$ cat config.mk
export PLATFORM = sky130hd
export DESIGN_NAME = video_scanout
export DESIGN_NICKNAME = d
export VERILOG_FILES = /design/src/rtl/video_pkg.sv /design/src/rtl/video_scanout_pixel_fifo.sv /design/src/rtl/video_scanout.sv
export SDC_FILE = /design/constraint.sdc
export NUM_CORES = 1
export LEC_CHECK = 0
export CAP_MARGIN = 10
export CORE_UTILIZATION = 25
export DETAILED_ROUTE_END_ITERATION = 10
export GPL_TIMING_DRIVEN = 0
export PLACE_DENSITY_LB_ADDON = 0.1
export SETUP_SLACK_MARGIN = 0.1
export SYNTH_ARGS = -nofsm -noshare
export SYNTH_HDL_FRONTEND = slang
export SYNTH_SLANG_ARGS = --single-unit
$ cat constraint.sdc
create_clock -name in_clk -period 5.1 [get_ports in_clk]
set_input_delay 1.53 -clock in_clk [delete_from_list [all_inputs] [get_ports in_clk]]
set_output_delay 1.53 -clock in_clk [all_outputs]
set_load 0.005 [all_outputs]
$ cat src/rtl/video_pkg.sv
// -----------------------------------------------------------------------------
// video_pkg
//   Shared types and default raster timing for the video scanout path.
//   pixel_t            : 24-bit RGB pixel {R[23:16], G[15:8], B[7:0]}
//   DEF_* localparams  : default 800x480 timing (active, porches, sync widths)
// -----------------------------------------------------------------------------
package video_pkg;

    typedef logic [23:0] pixel_t;

    localparam int unsigned DEF_H_ACTIVE = 800;
    localparam int unsigned DEF_H_FP     = 40;
    localparam int unsigned DEF_H_SYNC   = 48;
    localparam int unsigned DEF_H_BP     = 88;

    localparam int unsigned DEF_V_ACTIVE = 480;
    localparam int unsigned DEF_V_FP     = 13;
    localparam int unsigned DEF_V_SYNC   = 3;
    localparam int unsigned DEF_V_BP     = 32;

    localparam int unsigned DEF_FIFO_DEPTH = 4;

endpackage

$ cat src/rtl/video_scanout_pixel_fifo.sv
// -----------------------------------------------------------------------------
// pixel_fifo
//   Synchronous show-ahead FIFO of pixel_t entries.
//   clk      in   clock, rising edge
//   reset    in   synchronous active-high reset (empties the FIFO)
//   flush    in   synchronous empty; overrides push/pop this cycle
//   push     in   write wr_data; accepted when not full or when popping
//   wr_data  in   pixel to write
//   pop      in   remove head; ignored when empty
//   rd_data  out  current head (valid when !empty)
//   empty    out  no entries
//   full     out  DEPTH entries
//   count    out  number of stored entries (0..DEPTH)
// -----------------------------------------------------------------------------
module pixel_fifo
    import video_pkg::*;
#(
    parameter int unsigned DEPTH = 4
) (
    input  logic                       clk,
    input  logic                       reset,
    input  logic                       flush,
    input  logic                       push,
    input  pixel_t                     wr_data,
    input  logic                       pop,
    output pixel_t                     rd_data,
    output logic                       empty,
    output logic                       full,
    output logic [$clog2(DEPTH):0]     count
);

    localparam int unsigned AW = $clog2(DEPTH);
    localparam int unsigned CW = AW + 1;

    localparam logic [AW-1:0] PTR_ONE   = AW'(1);
    localparam logic [CW-1:0] CNT_ONE   = CW'(1);
    localparam logic [CW-1:0] CNT_DEPTH = CW'(DEPTH);

    pixel_t          mem_q [DEPTH];
    logic [AW-1:0]   wr_ptr_q, wr_ptr_d;
    logic [AW-1:0]   rd_ptr_q, rd_ptr_d;
    logic [CW-1:0]   count_q,  count_d;
    logic            wr_en_s;
    logic            rd_en_s;

    // Pointer and occupancy update; a full FIFO still takes a write when the
    // head leaves in the same cycle.
    always_comb begin
        rd_en_s  = pop && (count_q != {CW{1'b0}});
        wr_en_s  = push && ((count_q != CNT_DEPTH) || rd_en_s);
        wr_ptr_d = wr_ptr_q;
        rd_ptr_d = rd_ptr_q;
        count_d  = count_q;
        if (flush) begin
            wr_en_s  = 1'b0;
            rd_en_s  = 1'b0;
            wr_ptr_d = {AW{1'b0}};
            rd_ptr_d = {AW{1'b0}};
            count_d  = {CW{1'b0}};
        end else begin
            if (wr_en_s) begin
                wr_ptr_d = wr_ptr_q + PTR_ONE;
            end else begin
                wr_ptr_d = wr_ptr_q;
            end
            if (rd_en_s) begin
                rd_ptr_d = rd_ptr_q + PTR_ONE;
            end else begin
                rd_ptr_d = rd_ptr_q;
            end
            case ({wr_en_s, rd_en_s})
                2'b10:   count_d = count_q + CNT_ONE;
                2'b01:   count_d = count_q - CNT_ONE;
                default: count_d = count_q;
            endcase
        end
    end

    // Pointer and occupancy registers.
    always_ff @(posedge clk) begin
        if (reset) begin
            wr_ptr_q <= {AW{1'b0}};
            rd_ptr_q <= {AW{1'b0}};
            count_q  <= {CW{1'b0}};
        end else begin
            wr_ptr_q <= wr_ptr_d;
            rd_ptr_q <= rd_ptr_d;
            count_q  <= count_d;
        end
    end

    // Storage array; contents are don't-care while the FIFO is empty.
    always_ff @(posedge clk) begin
        if (wr_en_s) begin
            mem_q[wr_ptr_q] <= wr_data;
        end
    end

    assign rd_data = mem_q[rd_ptr_q];
    assign empty   = (count_q == {CW{1'b0}});
    assign full    = (count_q == CNT_DEPTH);
    assign count   = count_q;

endmodule

$ cat src/rtl/video_scanout.sv
// -----------------------------------------------------------------------------
// video_scanout
//   Consumer end of the pixel stream: buffers incoming RGB pixels in a small
//   FIFO and emits them with raster timing, one pixel per in_clk. Pulses
//   out_next_frame so the upstream source restarts at pixel (0,0).
//   in_clk          in   pixel clock
//   in_reset        in   synchronous active-high reset
//   in_pixel_data   in   24-bit RGB pixel
//   in_pixel_valid  in   pixel present this cycle (never back-pressured)
//   in_pixel_ready  out  source may send one pixel next cycle
//   out_next_frame  out  one-cycle restart pulse for the source
//   out_rgb         out  display pixel, 0 outside the active region
//   out_hsync       out  horizontal sync (polarity HSYNC_POL)
//   out_vsync       out  vertical sync (polarity VSYNC_POL)
//   out_de          out  data enable
//   out_underflow   out  sticky: FIFO empty when a pixel was due
//   out_overflow    out  sticky: valid pixel dropped because FIFO was full
// -----------------------------------------------------------------------------
module video_scanout
    import video_pkg::*;
#(
    parameter int unsigned H_ACTIVE   = DEF_H_ACTIVE,
    parameter int unsigned H_FP       = DEF_H_FP,
    parameter int unsigned H_SYNC     = DEF_H_SYNC,
    parameter int unsigned H_BP       = DEF_H_BP,
    parameter int unsigned V_ACTIVE   = DEF_V_ACTIVE,
    parameter int unsigned V_FP       = DEF_V_FP,
    parameter int unsigned V_SYNC     = DEF_V_SYNC,
    parameter int unsigned V_BP       = DEF_V_BP,
    parameter logic        HSYNC_POL  = 1'b0,
    parameter logic        VSYNC_POL  = 1'b0,
    parameter int unsigned FIFO_DEPTH = DEF_FIFO_DEPTH
) (
    input  logic         in_clk,
    input  logic         in_reset,
    input  logic [23:0]  in_pixel_data,
    input  logic         in_pixel_valid,
    output logic         in_pixel_ready,
    output logic         out_next_frame,
    output logic [23:0]  out_rgb,
    output logic         out_hsync,
    output logic         out_vsync,
    output logic         out_de,
    output logic         out_underflow,
    output logic         out_overflow
);

    localparam int unsigned H_TOTAL = H_ACTIVE + H_FP + H_SYNC + H_BP;
    localparam int unsigned V_TOTAL = V_ACTIVE + V_FP + V_SYNC + V_BP;
    localparam int unsigned HW      = $clog2(H_TOTAL);
    localparam int unsigned VW      = $clog2(V_TOTAL);
    localparam int unsigned CW      = $clog2(FIFO_DEPTH) + 1;

    localparam logic [HW-1:0] H_ONE     = HW'(1);
    localparam logic [HW-1:0] H_ACT     = HW'(H_ACTIVE);
    localparam logic [HW-1:0] H_SYNC_LO = HW'(H_ACTIVE + H_FP);
    localparam logic [HW-1:0] H_SYNC_HI = HW'(H_ACTIVE + H_FP + H_SYNC);
    localparam logic [HW-1:0] H_LAST    = HW'(H_TOTAL - 1);

    localparam logic [VW-1:0] V_ONE     = VW'(1);
    localparam logic [VW-1:0] V_ACT     = VW'(V_ACTIVE);
    localparam logic [VW-1:0] V_SYNC_LO = VW'(V_ACTIVE + V_FP);
    localparam logic [VW-1:0] V_SYNC_HI = VW'(V_ACTIVE + V_FP + V_SYNC);
    localparam logic [VW-1:0] V_LAST    = VW'(V_TOTAL - 1);

    localparam logic [CW:0]   READY_LIMIT = (CW + 1)'(FIFO_DEPTH);

    // Raster position and registered outputs.
    logic [HW-1:0] h_q, h_d;
    logic [VW-1:0] v_q, v_d;
    logic          next_frame_q, next_frame_d;
    pixel_t        rgb_q, rgb_d;
    logic          de_q, de_d;
    logic          hsync_q, hsync_d;
    logic          vsync_q, vsync_d;
    logic          ready_q, ready_d;
    logic          underflow_q, underflow_d;
    logic          overflow_q, overflow_d;

    // Combinational decode.
    logic          active_s;
    logic          hs_win_s;
    logic          vs_win_s;
    logic          frame_start_s;
    logic          flush_s;
    logic          fifo_push_s;
    logic          fifo_pop_s;
    logic          push_acc_s;
    logic          drop_s;
    logic [CW-1:0] fill_next_s;
    logic [CW:0]   demand_s;

    // FIFO interface.
    pixel_t        fifo_rd_data_s;
    logic          fifo_empty_s;
    logic          fifo_full_s;
    logic [CW-1:0] fifo_count_s;

    pixel_fifo #(
        .DEPTH   (FIFO_DEPTH)
    ) u_fifo (
        .clk     (in_clk),
        .reset   (in_reset),
        .flush   (flush_s),
        .push    (fifo_push_s),
        .wr_data (in_pixel_data),
        .pop     (fifo_pop_s),
        .rd_data (fifo_rd_data_s),
        .empty   (fifo_empty_s),
        .full    (fifo_full_s),
        .count   (fifo_count_s)
    );

    // Horizontal/vertical counter advance.
    always_comb begin
        h_d = h_q;
        v_d = v_q;
        if (h_q == H_LAST) begin
            h_d = {HW{1'b0}};
            if (v_q == V_LAST) begin
                v_d = {VW{1'b0}};
            end else begin
                v_d = v_q + V_ONE;
            end
        end else begin
            h_d = h_q + H_ONE;
            v_d = v_q;
        end
    end

    // Timing windows and FIFO control for the current counter state.
    always_comb begin
        active_s      = (h_q < H_ACT) && (v_q < V_ACT);
        hs_win_s      = (h_q >= H_SYNC_LO) && (h_q < H_SYNC_HI);
        vs_win_s      = (v_q >= V_SYNC_LO) && (v_q < V_SYNC_HI);
        frame_start_s = (h_q == {HW{1'b0}}) && (v_q == V_ACT);
        // The restart pulse cycle flushes the FIFO and discards any pixel
        // that was already in flight, so the source starts cleanly at (0,0).
        flush_s       = next_frame_q;
        fifo_pop_s    = active_s && !fifo_empty_s;
        fifo_push_s   = in_pixel_valid && !flush_s;
        push_acc_s    = fifo_push_s && (!fifo_full_s || fifo_pop_s);
        drop_s        = fifo_push_s && fifo_full_s && !fifo_pop_s;
        if (flush_s) begin
            fill_next_s = {CW{1'b0}};
        end else begin
            fill_next_s = fifo_count_s + CW'(push_acc_s) - CW'(fifo_pop_s);
        end
        // Next cycle's ready: next fill plus the pixel our current ready may
        // still bring in must leave room for one more.
        demand_s      = {1'b0, fill_next_s} + (CW + 1)'(ready_q);
    end

    // Next values of the registered outputs and sticky flags.
    always_comb begin
        next_frame_d = frame_start_s;
        de_d         = active_s;
        hsync_d      = hs_win_s ? HSYNC_POL : ~HSYNC_POL;
        vsync_d      = vs_win_s ? VSYNC_POL : ~VSYNC_POL;
        rgb_d        = 24'h000000;
        underflow_d  = underflow_q;
        overflow_d   = overflow_q | drop_s;
        if (active_s) begin
            if (fifo_empty_s) begin
                rgb_d       = 24'h000000;
                underflow_d = 1'b1;
            end else begin
                rgb_d       = fifo_rd_data_s;
            end
        end else begin
            rgb_d = 24'h000000;
        end
        if (next_frame_d) begin
            ready_d = 1'b0;
        end else begin
            ready_d = (demand_s < READY_LIMIT);
        end
    end

    // State and output registers; reset returns to the first blank line.
    always_ff @(posedge in_clk) begin
        if (in_reset) begin
            h_q          <= {HW{1'b0}};
            v_q          <= V_ACT;
            next_frame_q <= 1'b0;
            rgb_q        <= 24'h000000;
            de_q         <= 1'b0;
            hsync_q      <= ~HSYNC_POL;
            vsync_q      <= ~VSYNC_POL;
            ready_q      <= 1'b0;
            underflow_q  <= 1'b0;
            overflow_q   <= 1'b0;
        end else begin
            h_q          <= h_d;
            v_q          <= v_d;
            next_frame_q <= next_frame_d;
            rgb_q        <= rgb_d;
            de_q         <= de_d;
            hsync_q      <= hsync_d;
            vsync_q      <= vsync_d;
            ready_q      <= ready_d;
            underflow_q  <= underflow_d;
            overflow_q   <= overflow_d;
        end
    end

    assign in_pixel_ready = ready_q;
    assign out_next_frame = next_frame_q;
    assign out_rgb        = rgb_q;
    assign out_de         = de_q;
    assign out_hsync      = hsync_q;
    assign out_vsync      = vsync_q;
    assign out_underflow  = underflow_q;
    assign out_overflow   = overflow_q;

endmodule

## Yosys cells after proc, flatten, opt, wreduce, memory -nomap -nowiden

Memory sizes are Yosys's and may differ from the RTL's. A register that Yosys moved wholly into a read port is not among the register bits.
Cells that the tools add are included.

| storage, ports and cells | value |
|---|---|
| bits in registers | 34 |
| bits in writable memories | 96 |
| bits of input ports | 27 |
| output and inout bits | 31 |
| word-level logic and storage cells | 72 |
| memories | 1 |

Memory list:

| memory | words | width | read ports | clocked after Yosys merged registers in | wr ports | RTL line | source |
|---|---|---|---|---|---|---|---|
| u_fifo.mem_q | 4 | 24 | 1 | 1 | 1 | video_scanout_pixel_fifo.sv:39 | `pixel_t mem_q [DEPTH];` |

| cells by class | value |
|---|---|
| add/subtract/negate cells | 9 |
| magnitude comparators | 7 |
| equal/unequal tests | 7 |
| mux-type cells | 8 |
| bitwise logic cells | 2 |
| reduce and logical (&&, ||, !) cells | 26 |

Operators by type and width:

| cell | count |
|---|---|
| $add A10 B1 Y10 const B | 2 |
| $eq A10 B10 Y1 const B | 2 |
| $lt A10 B10 Y1 const B | 2 |
| $lt A10 B9 Y1 const B | 2 |
| $logic_and A1 B1 Y1 | 11 |
| $eq A10 B9 Y1 const B | 1 |
| $ge A10 B10 Y1 const B | 1 |
| $ge A10 B9 Y1 const B | 1 |
| $logic_not A10 Y1 | 1 |
| $mux W10 | 1 |
| $pmux W3 S2 | 1 |
| $reduce_or A2 Y1 | 3 |
| $mux W1 | 5 |
| $add A2 B1 Y2 const B | 2 |
| $add A3 B1 Y4 | 1 |
| $logic_not A1 Y1 | 4 |
| $lt A4 B3 Y1 const B | 1 |
| $add A3 B1 Y3 | 1 |
| $add A3 B1 Y3 const B | 1 |
| $eq A3 B3 Y1 const B | 1 |
| $logic_not A3 Y1 | 1 |
| $mux W3 | 1 |
| $ne A3 B3 Y1 const B | 1 |
| $reduce_bool A3 Y1 | 1 |
| other kinds (10) | 11 |

## Longest topological paths before layout

Gate-level depths: netlist of the first run.

| logic depth | value |
|---|---|
| depth after elaboration | 10 |
| mapped depth | 12 |
| mapped depth without buffers | 11 |

## Hierarchy

Synthesis of the first run repeated with hierarchy kept, for this count alone.

| second synthesis, totals | value |
|---|---|
| cells, all modules | 406 |
| area, all modules | 6112.1 sq um |

Modules (own cells, without submodules):

| module | times used | cells each | area an instance (sq um) | sequential area each (sq um) |
|---|---|---|---|---|
| pixel_fifo | 1 | 193 | 4027.6 | 3062.9 |
| video_scanout | 1 | 213 | 2084.5 | 1021.0 |

## Least setup slack after synthesis of the first run

No wires, ideal clock.

| path | value |
|---|---|
| kind | input-to-reg |
| from | input port in_pixel_valid |
| to | memory u_fifo.mem_q[0][0] in the netlist's numbering, enable pin |
| library setup time | 0.383 ns |
| data arrival time | 3.078 ns |
| required time | 4.717 ns |
| slack | 1.639 ns |
| cell stages on the path | 3 |
| buffers on the path | 0 |
| cell sequence | or3b_2 -> o32ai_2 -> and2_1 |

| on the way | value |
|---|---|
| longest elaborated chain between the ends | 5 |

RTL lines:

| item | RTL line | source |
|---|---|---|
| start: declaration | video_scanout.sv:37 | `input logic in_pixel_valid,` |
| $logic_and A1 B1 Y1 | video_scanout.sv:141 | `fifo_push_s = in_pixel_valid && !flush_s;` |
| $logic_and A1 B1 Y1 | video_scanout_pixel_fifo.sv:50 | `wr_en_s = push && ((count_q != CNT_DEPTH) \|\| rd_en_s);` |
| $mux W1 | video_scanout_pixel_fifo.sv:54 | `if (flush) begin` |
| $mux W1 | video_scanout_pixel_fifo.sv:94 | `if (wr_en_s) begin` |
| $mux W1 (implied by the code) | video_scanout_pixel_fifo.sv:95 | `mem_q[wr_ptr_q] <= wr_data;` |
| end: declaration | video_scanout_pixel_fifo.sv:39 |  |

Every way passes these cells.

## Worst setup path after layout of the first run

| path | value |
|---|---|
| from | input port in_pixel_valid |
| to | register u_fifo.count_q[2], in the netlist u_fifo.count[2] |

| on the way | value |
|---|---|
| longest elaborated chain between the ends | 4 |
| elaborated cells between the ends (all ways) | 6 |
| classes of those cells | eq/ne: 2; mux: 1; reduce/logical: 3 |

RTL lines:

| item | RTL line | source |
|---|---|---|
| $logic_and A1 B1 Y1 * | video_scanout.sv:141 |  |
| $logic_and A1 B1 Y1 * | video_scanout_pixel_fifo.sv:50 |  |
| $eq A2 B1 Y1 / $eq A2 B2 Y1 (equally long branches) | video_scanout_pixel_fifo.sv:71 | `case ({wr_en_s, rd_en_s})` |
| $pmux W3 S2 / $reduce_bool A2 Y1 (equally long branches) | -- |  |
| end signal: assignment | video_scanout_pixel_fifo.sv:84 | `count_q <= {CW{1'b0}};` |
| end signal: assignment | video_scanout_pixel_fifo.sv:88 | `count_q <= count_d;` |
| end: declaration | video_scanout_pixel_fifo.sv:42 | `logic [CW-1:0] count_q, count_d;` |

Mark *: on every way between the ends. The rest lies on a longest branch, timed or not.
A chain may end at the register's enable or synchronous reset.

==> results.yml, run 1 <==
worst_setup_path:
  critPathTopFamily: "simple AND/OR/NAND/NOR gates"
  cp_data_arrival_time_ns: 4.19
  crit_buf_inv: 3
  required_ns: 5.44
  start_kind: "primary input"
  worstSetupEndpointType: "flip-flop"
  slowest_stage: "o32ai_2"
  critPathKind: "in -> reg"
  cp_max_fo: 8
  cpPeakStageDelay_ns: 0.59
  cpMostUsedCell: "inv_1"
  path_cells: "clkdlybuf4s50_1 -> or3b_2 -> o32ai_2 -> inv_1 -> ha_1 -> inv_1 -> fa_1 -> xor2_1 -> or3_1 -> a21oi_1"
yosys:
  ys_seq_elements: 154
  avgSynthCellArea_um2: 15.40
  synthDistinctLibCells: 50
  synth_async_sr_flop_share_pct: 0
  yosysWarnings: 0
  syn_nets: 428
  synth_edf_count: 96
  syn_area_um2: 5944
  syn_inst: 386
  yosysSeqAreaShare_pct: 68.03
  ys.flop_type: "edfxtp_1"
power:
  p_comb_share_pct: 4.3
  vdd_drop_max_uv: 186.8
  p_sw_mw: 0.6083
  p_leak_nw: 2.498
  p_clk_share_pct: 44.9
  power.internal_mw: 2.103
  swShare_pct: 22.44
  power_density_nw_per_um2: 362.2
  seqPwrFrac_pct: 50.8
floorplan:
  dieArea_um2: 24400
  die_y_um: 156.2
  die_w_um: 156.2
  initial_core_util_pct: 25.40
  row_count: 56
  core_area_um2: 23400
  io_pins: 58
detailed_routing:
  postRouteAntennaNets: 0
  dr.pass1.iters: 4
  dr_total_vias: 3259
  wl_um: 12330
  drc: 0
  viasPerCell: 4.105
  drt-initial-drc-count: 108
  wire_per_inst_um: 15.53
timing:
  max_freq_mhz: 259.3
  skew_ns: 0.01161
  fin_tns_setup_ns: 0
  hold_viol: 0
  post-route-period-util_pct: 75.63
  rsz0062_at_grt: "no"
  maxSlewViolCount: 0
  fin_crit_ns: 3.857
  worst_slew_pin_slew_ns: 1.012
  setup_viol: 0
  slew_headroom_pct: 32.53
cells_and_area:
  fill_cells: 2367
  fin_cells: 794
  drive_gt1_share_pct: 16.00
  area_delta_synth_final_pct: 25.91
  fin_util_pct: 31.98
  final_nets: 504
  diodes: 0
placed_design:
  place.gp.congestion: 0.7107
  dp.cells: 762
  hpwl_um: 7744
  port_buffers: 57
clocking:
  postCtsHoldBufs: 0
  ctsRootBufferMaster: "clkbuf_16"
  numCtsBuffers: 17
  postCtsSetupRepairBufs: 0
  cts_tree: "done"
  clock_path_buffers: 2
  clock_latency_ns: 0.42
  cts_resized: 0
  clock_sinks: 154
  cts_max_level: 4
  clkTransAtPathRegs_ns: 0.06
global_routing:
  grt_pass1_wl_um: 19340
  grtUsageTotal_pct: 10.97
  grt_antenna_before_repair: 0
  grt_pass1_vias: 3390
  grt_max_degree: 25
  globalRouteOverflowTotal: 0
run:
  drv_cap: 0
status:
  outcome: "finished, final reports clean"
hold_path:
  hp-class: "reg -> reg"
[cells in the final DEF (no fill, tap or decap), types with 3 or more instances in the layout]
cell and n:
a21oi_1 3, a41oi_1 3, and2_2 4, and2b_1 9
buf_2 4, buf_4 3, clkbuf_1 7, clkbuf_16 17
clkdlybuf4s50_1 57, clkinv_4 3, clkinvlp_4 3, dfxtp_1 58
edfxtp_1 96, ha_1 13, inv_1 19, inv_6 6
mux4_2 24, nand2_1 9, nand3_1 10, nand4_1 3
nor2_1 33, nor2b_1 16, nor3_1 8, nor4_1 6
o21ai_0 3, or3_1 3, xnor2_1 14, xor2_1 6
[layer usage]
metal | wire (um) | up-vias | GRT usage (%)
met4 | 108 | 0 | 3.782
met5 | 0 | - | 0
met2 | 5956 | 58 | 17.81
met3 | 483 | 6 | 3.583
li1 | - | 1568 | -
met1 | 5782 | 1627 | 13.64
[kinds of logic after synthesis]
kind of cell | count (synthesis) | synth area share (%)
flops | 154 | 68.03
simple gates | 118 | 11.35
buf+inv | 37 | 2.778
mux | 26 | 9.430
xor+xnor | 20 | 2.947
compound gates | 16 | 2.063
fa+ha+maj | 15 | 3.410
[per-stage QoR]
stage	worst slack, ns	cell area (um2)	total power [mW]	hold slack (ns)
after detailed placement	0.7970	6919	1.525	0.4672
after global routing	1.057	7485	2.820	0.5054
after global placement	0.3008	6914	1.523	0.4518
after CTS	1.247	7485	2.752	0.4813
final	1.243	7485	2.711	0.4710
after floorplan	1.639	5944	1.466	0.4297
[final timing paths]
kind / startpoint / slack, ns / endpoint / depth (start not counted)
worst max-delay path: in_pixel_valid / 1.24 / u_fifo.count[2] / 10
worst min-delay path: h_q[0] / 0.47 / h_q[0] / 1
worst max register to register: h_q[6] / 2.14 / in_pixel_ready / 12
worst min register to register: h_q[0] / 0.47 / h_q[0] / 1
[flip-flops by register name, summed over array words and instances (netlist names)]
| name | count |
|---|---|
| u_fifo.wr_ptr_q | 2 |
| u_fifo.count | 3 |
| h_q | 10 |
| in_pixel_ready | 1 |
| v_q | 10 |
| u_fifo.rd_ptr_q | 2 |
| out_overflow | 1 |
| u_fifo.mem_q | 96 |
| out_underflow | 1 |
| out_next_frame | 1 |
| out_hsync | 1 |
| out_rgb | 24 |
| out_de | 1 |
| out_vsync | 1 |
[area by class of cell]
| type | count | area [um2] | share of cell area, % |
|---|---|---|---|
| Buffer | 18 | 93.84 | 1.254 |
| Tap cell | 319 | 399.1 | 5.333 |
| Clock inverter | 14 | 136.4 | 1.822 |
| Multi-Input combinational cell | 195 | 1740 | 23.25 |
| Sequential cell | 154 | 4044 | 54.03 |
| Inverter | 19 | 71.32 | 0.9529 |
| Timing Repair Buffer | 57 | 570.5 | 7.623 |
| Clock buffer | 18 | 429.2 | 5.734 |
[power by group through the flow]
stage | combinational (mW) | sequential [mW] | clock (mW)
2_1_floorplan | 0.0643 | 1.40 | 0
3_3_place_gp | 0.119 | 1.40 | 0
3_5_place_dp | 0.121 | 1.40 | 0
4_1_cts | 0.121 | 1.38 | 1.25
5_1_grt | 0.131 | 1.38 | 1.31
6_report | 0.117 | 1.38 | 1.22
[synth_stat cells, types with 2 or more instances]
library cell / count / share of area, %
mux4_2: 24 / 9.1
inv_1: 19 / 1.2
nand2_1: 9 / 0.57
nor3_1: 8 / 0.67
or4_1: 2 / 0.25
a41oi_1: 3 / 0.44
buf_2: 4 / 0.34
nand3_1: 10 / 0.84
fa_1: 2 / 0.67
mux2i_1: 2 / 0.34
dfxtp_1: 58 / 20
o21ai_0: 3 / 0.25
nor4_1: 6 / 0.63
xor2_1: 6 / 0.88
a21oi_1: 3 / 0.25
buf_1: 2 / 0.13
and2_1: 4 / 0.42
nor2_1: 33 / 2.1
xnor2_1: 14 / 2.1
and2b_1: 9 / 1.1
or3_1: 3 / 0.32
nand4_1: 3 / 0.32
clkbuf_1: 6 / 0.38
ha_1: 13 / 2.7
nor2b_1: 16 / 1.7
nand2b_1: 2 / 0.21
buf_4: 3 / 0.38
clkbuf_2: 2 / 0.17
edfxtp_1: 96 / 48
Power figures use the tool's default switching activity.
==> inputs of run 2 (changes only) <==
clock period = 3.82 ns   (was 5.1 ns; I/O delays follow)
==> results of run 2 <==
The final DEF is identical to that of run 1. Status: finished, final reports clean.
Main changes from that run: setup slack after placement 0.7970 ns -> -0.09902 ns; setup slack after layout 1.243 ns -> 0.3468 ns; register-to-register setup slack 2.14 ns -> 0.86 ns; total power 2.711 mW -> 3.620 mW; worst IR drop on VDD 186.8 uV -> 249.4 uV
==> inputs of run 3 (changes only) <==
SKIP_CTS_REPAIR_TIMING = 1   (was unset)
clock period = 2.95 ns   (was 3.82 ns; I/O delays follow)
==> run 3 against run 2 <==
Final area up 0.87%; non-clock buffer count up 4; via count up 0.92%; clock skew about the same; largest power group unchanged; die area unchanged; sequential share of layout area down 0.47 points; critical path depth up 1; worst hold slack about the same.
==> results.yml, run 3 (synthesis results as in run 1) <==
power:
  p_leak_nw: 2.532
  total_power_mw: 4.700
  vdd_drop_max_uv: 323.0
  power_density_nw_per_um2: 622.6
cells_and_area:
  largest_reg_flops: 96
  registers.top_by_ff_count: "u_fifo.mem_q"
  final_nets: 508
  seqCellArea_um2: 4044
  diodes: 0
  final_cell_mix: "edfxtp_1, dfxtp_1, clkdlybuf4s50_1, nor2_1, mux4_2"
  drive_gt1_share_pct: 17.33
  final_common_cell: "edfxtp_1"
  fin_cells: 798
  area_delta_synth_final_pct: 27.00
  multi_input_area_um2: 1773
  fill_cells: 2364
detailed_routing:
  wl_um: 12440
  viasPerCell: 4.122
  dr.pass1.iters: 4
  postRouteAntennaNets: 0
  drc: 0
  wire_per_inst_um: 15.59
  dr_total_vias: 3289
  drt-initial-drc-count: 120
placed_design:
  hpwl_um: 7744
  port_buffers: 57
  dp.cells: 762
  place.gp.congestion: 0.7107
floorplan:
  die_y_um: 156.2
  die_w_um: 156.2
  core_area_um2: 23400
  io_pins: 58
  initial_core_util_pct: 25.40
  dieArea_um2: 24400
  row_count: 56
worst_setup_path:
  required_ns: 3.29
  worstSetupEndpointType: "flip-flop"
  cp_data_arrival_time_ns: 2.92
  reg2reg_setup_slack_ns: 0.37
  worstSetupStartpoint: "h_q[8]"
  r2r_start: "h_q[8]"
  critPathKind: "reg -> reg"
  cp_max_fo: 7
  start_kind: "flip-flop"
global_routing:
  grt_max_degree: 25
  grt_pass1_wl_um: 19340
  grt_pass1_vias: 3390
  grt_antenna_before_repair: 0
  grtUsageTotal_pct: 10.97
  globalRouteOverflowTotal: 0
clocking:
  cts_tree: "done"
  clock_latency_ns: 0.42
  clock_path_buffers: 2
  clock_sinks: 154
  ctsRootBufferMaster: "clkbuf_16"
  numCtsBuffers: 17
  clkTransAtPathRegs_ns: 0.07
  cts_max_level: 4
status:
  outcome: "finished, final reports clean"
timing:
  setup_viol: 0
  rsz0062_at_grt: "no"
  post-route-period-util_pct: 87.56
  hold_viol: 0
  slew_headroom_pct: 33.07
  skew_ns: 0.01157
  max_freq_mhz: 387.1
  holdWs_ns: 0.4711
  fin_tns_setup_ns: 0
  worst_slew_pin_slew_ns: 1.004
  fin_crit_ns: 2.583
  maxSlewViolCount: 0
hold_path:
  min_from: "h_q[0]"
  hp-class: "reg -> reg"
run:
  drv_cap: 0
run 3: cell count changes in the layout (fill, tap and decap cells not counted), sizes merged:
cell	before	now
clkdlybuf4s50	57	56
buf	10	14
dlymetal6s2s	0	1
run 3: worst max-delay path, stage by stage (launching register included):
cell and delay [ns]:
dfxtp_1 0.55, o311ai_2 0.23, nand3b_1 0.21, inv_1 0.10, ha_1 0.27, inv_1 0.04, ha_1 0.20, fa_2 0.34
xnor2_1 0.18, xnor2_1 0.14, a21oi_1 0.08, nor3_1 0.16
run 3: metal layers:
layer	vias to the layer above	share of wire (%)	global-route usage, %
li1	1575	-	-
met2	56	48	17.81
met1	1650	47	13.64
met5	-	0	0
met3	8	3.8	3.583
met4	0	0.90	3.782
run 3: layout make-up:
class	instances	share of cell area, %
sequential	154	53.56
multi-input combinational	195	23.48
timing repair buffer	61	7.988
clock buffer	18	5.684
tap	319	5.287
clock inverter	14	1.806
buffer	18	1.243
inverter	19	0.9446
run 3: worst paths after layout:
| check | endpoint | cells after the start |
|---|---|---|
| max | in_pixel_ready | 11 |
| min | h_q[0] | 1 |
| max reg2reg | in_pixel_ready | 11 |
| min reg2reg | h_q[0] | 1 |
run 3: stage by stage:
step	cell area [um2]	setup WS, ns	util, %
final	7550	0.3669	32.26
after global routing	7550	0.1512	32.26
after CTS	7485	-0.2578	31.98
after detailed placement	6919	-0.7080	29.57
after global placement	6914	-1.204	29.54
after floorplan	5944	0.1344	-
run 3: report_power, final:
| part | switching (mW) | leakage, nW | internal, mW |
|---|---|---|---|
| clock network | 0.925 | 0.269 | 1.18 |
| logic | 0.108 | 0.917 | 0.106 |
| registers | 0.0232 | 1.35 | 2.36 |
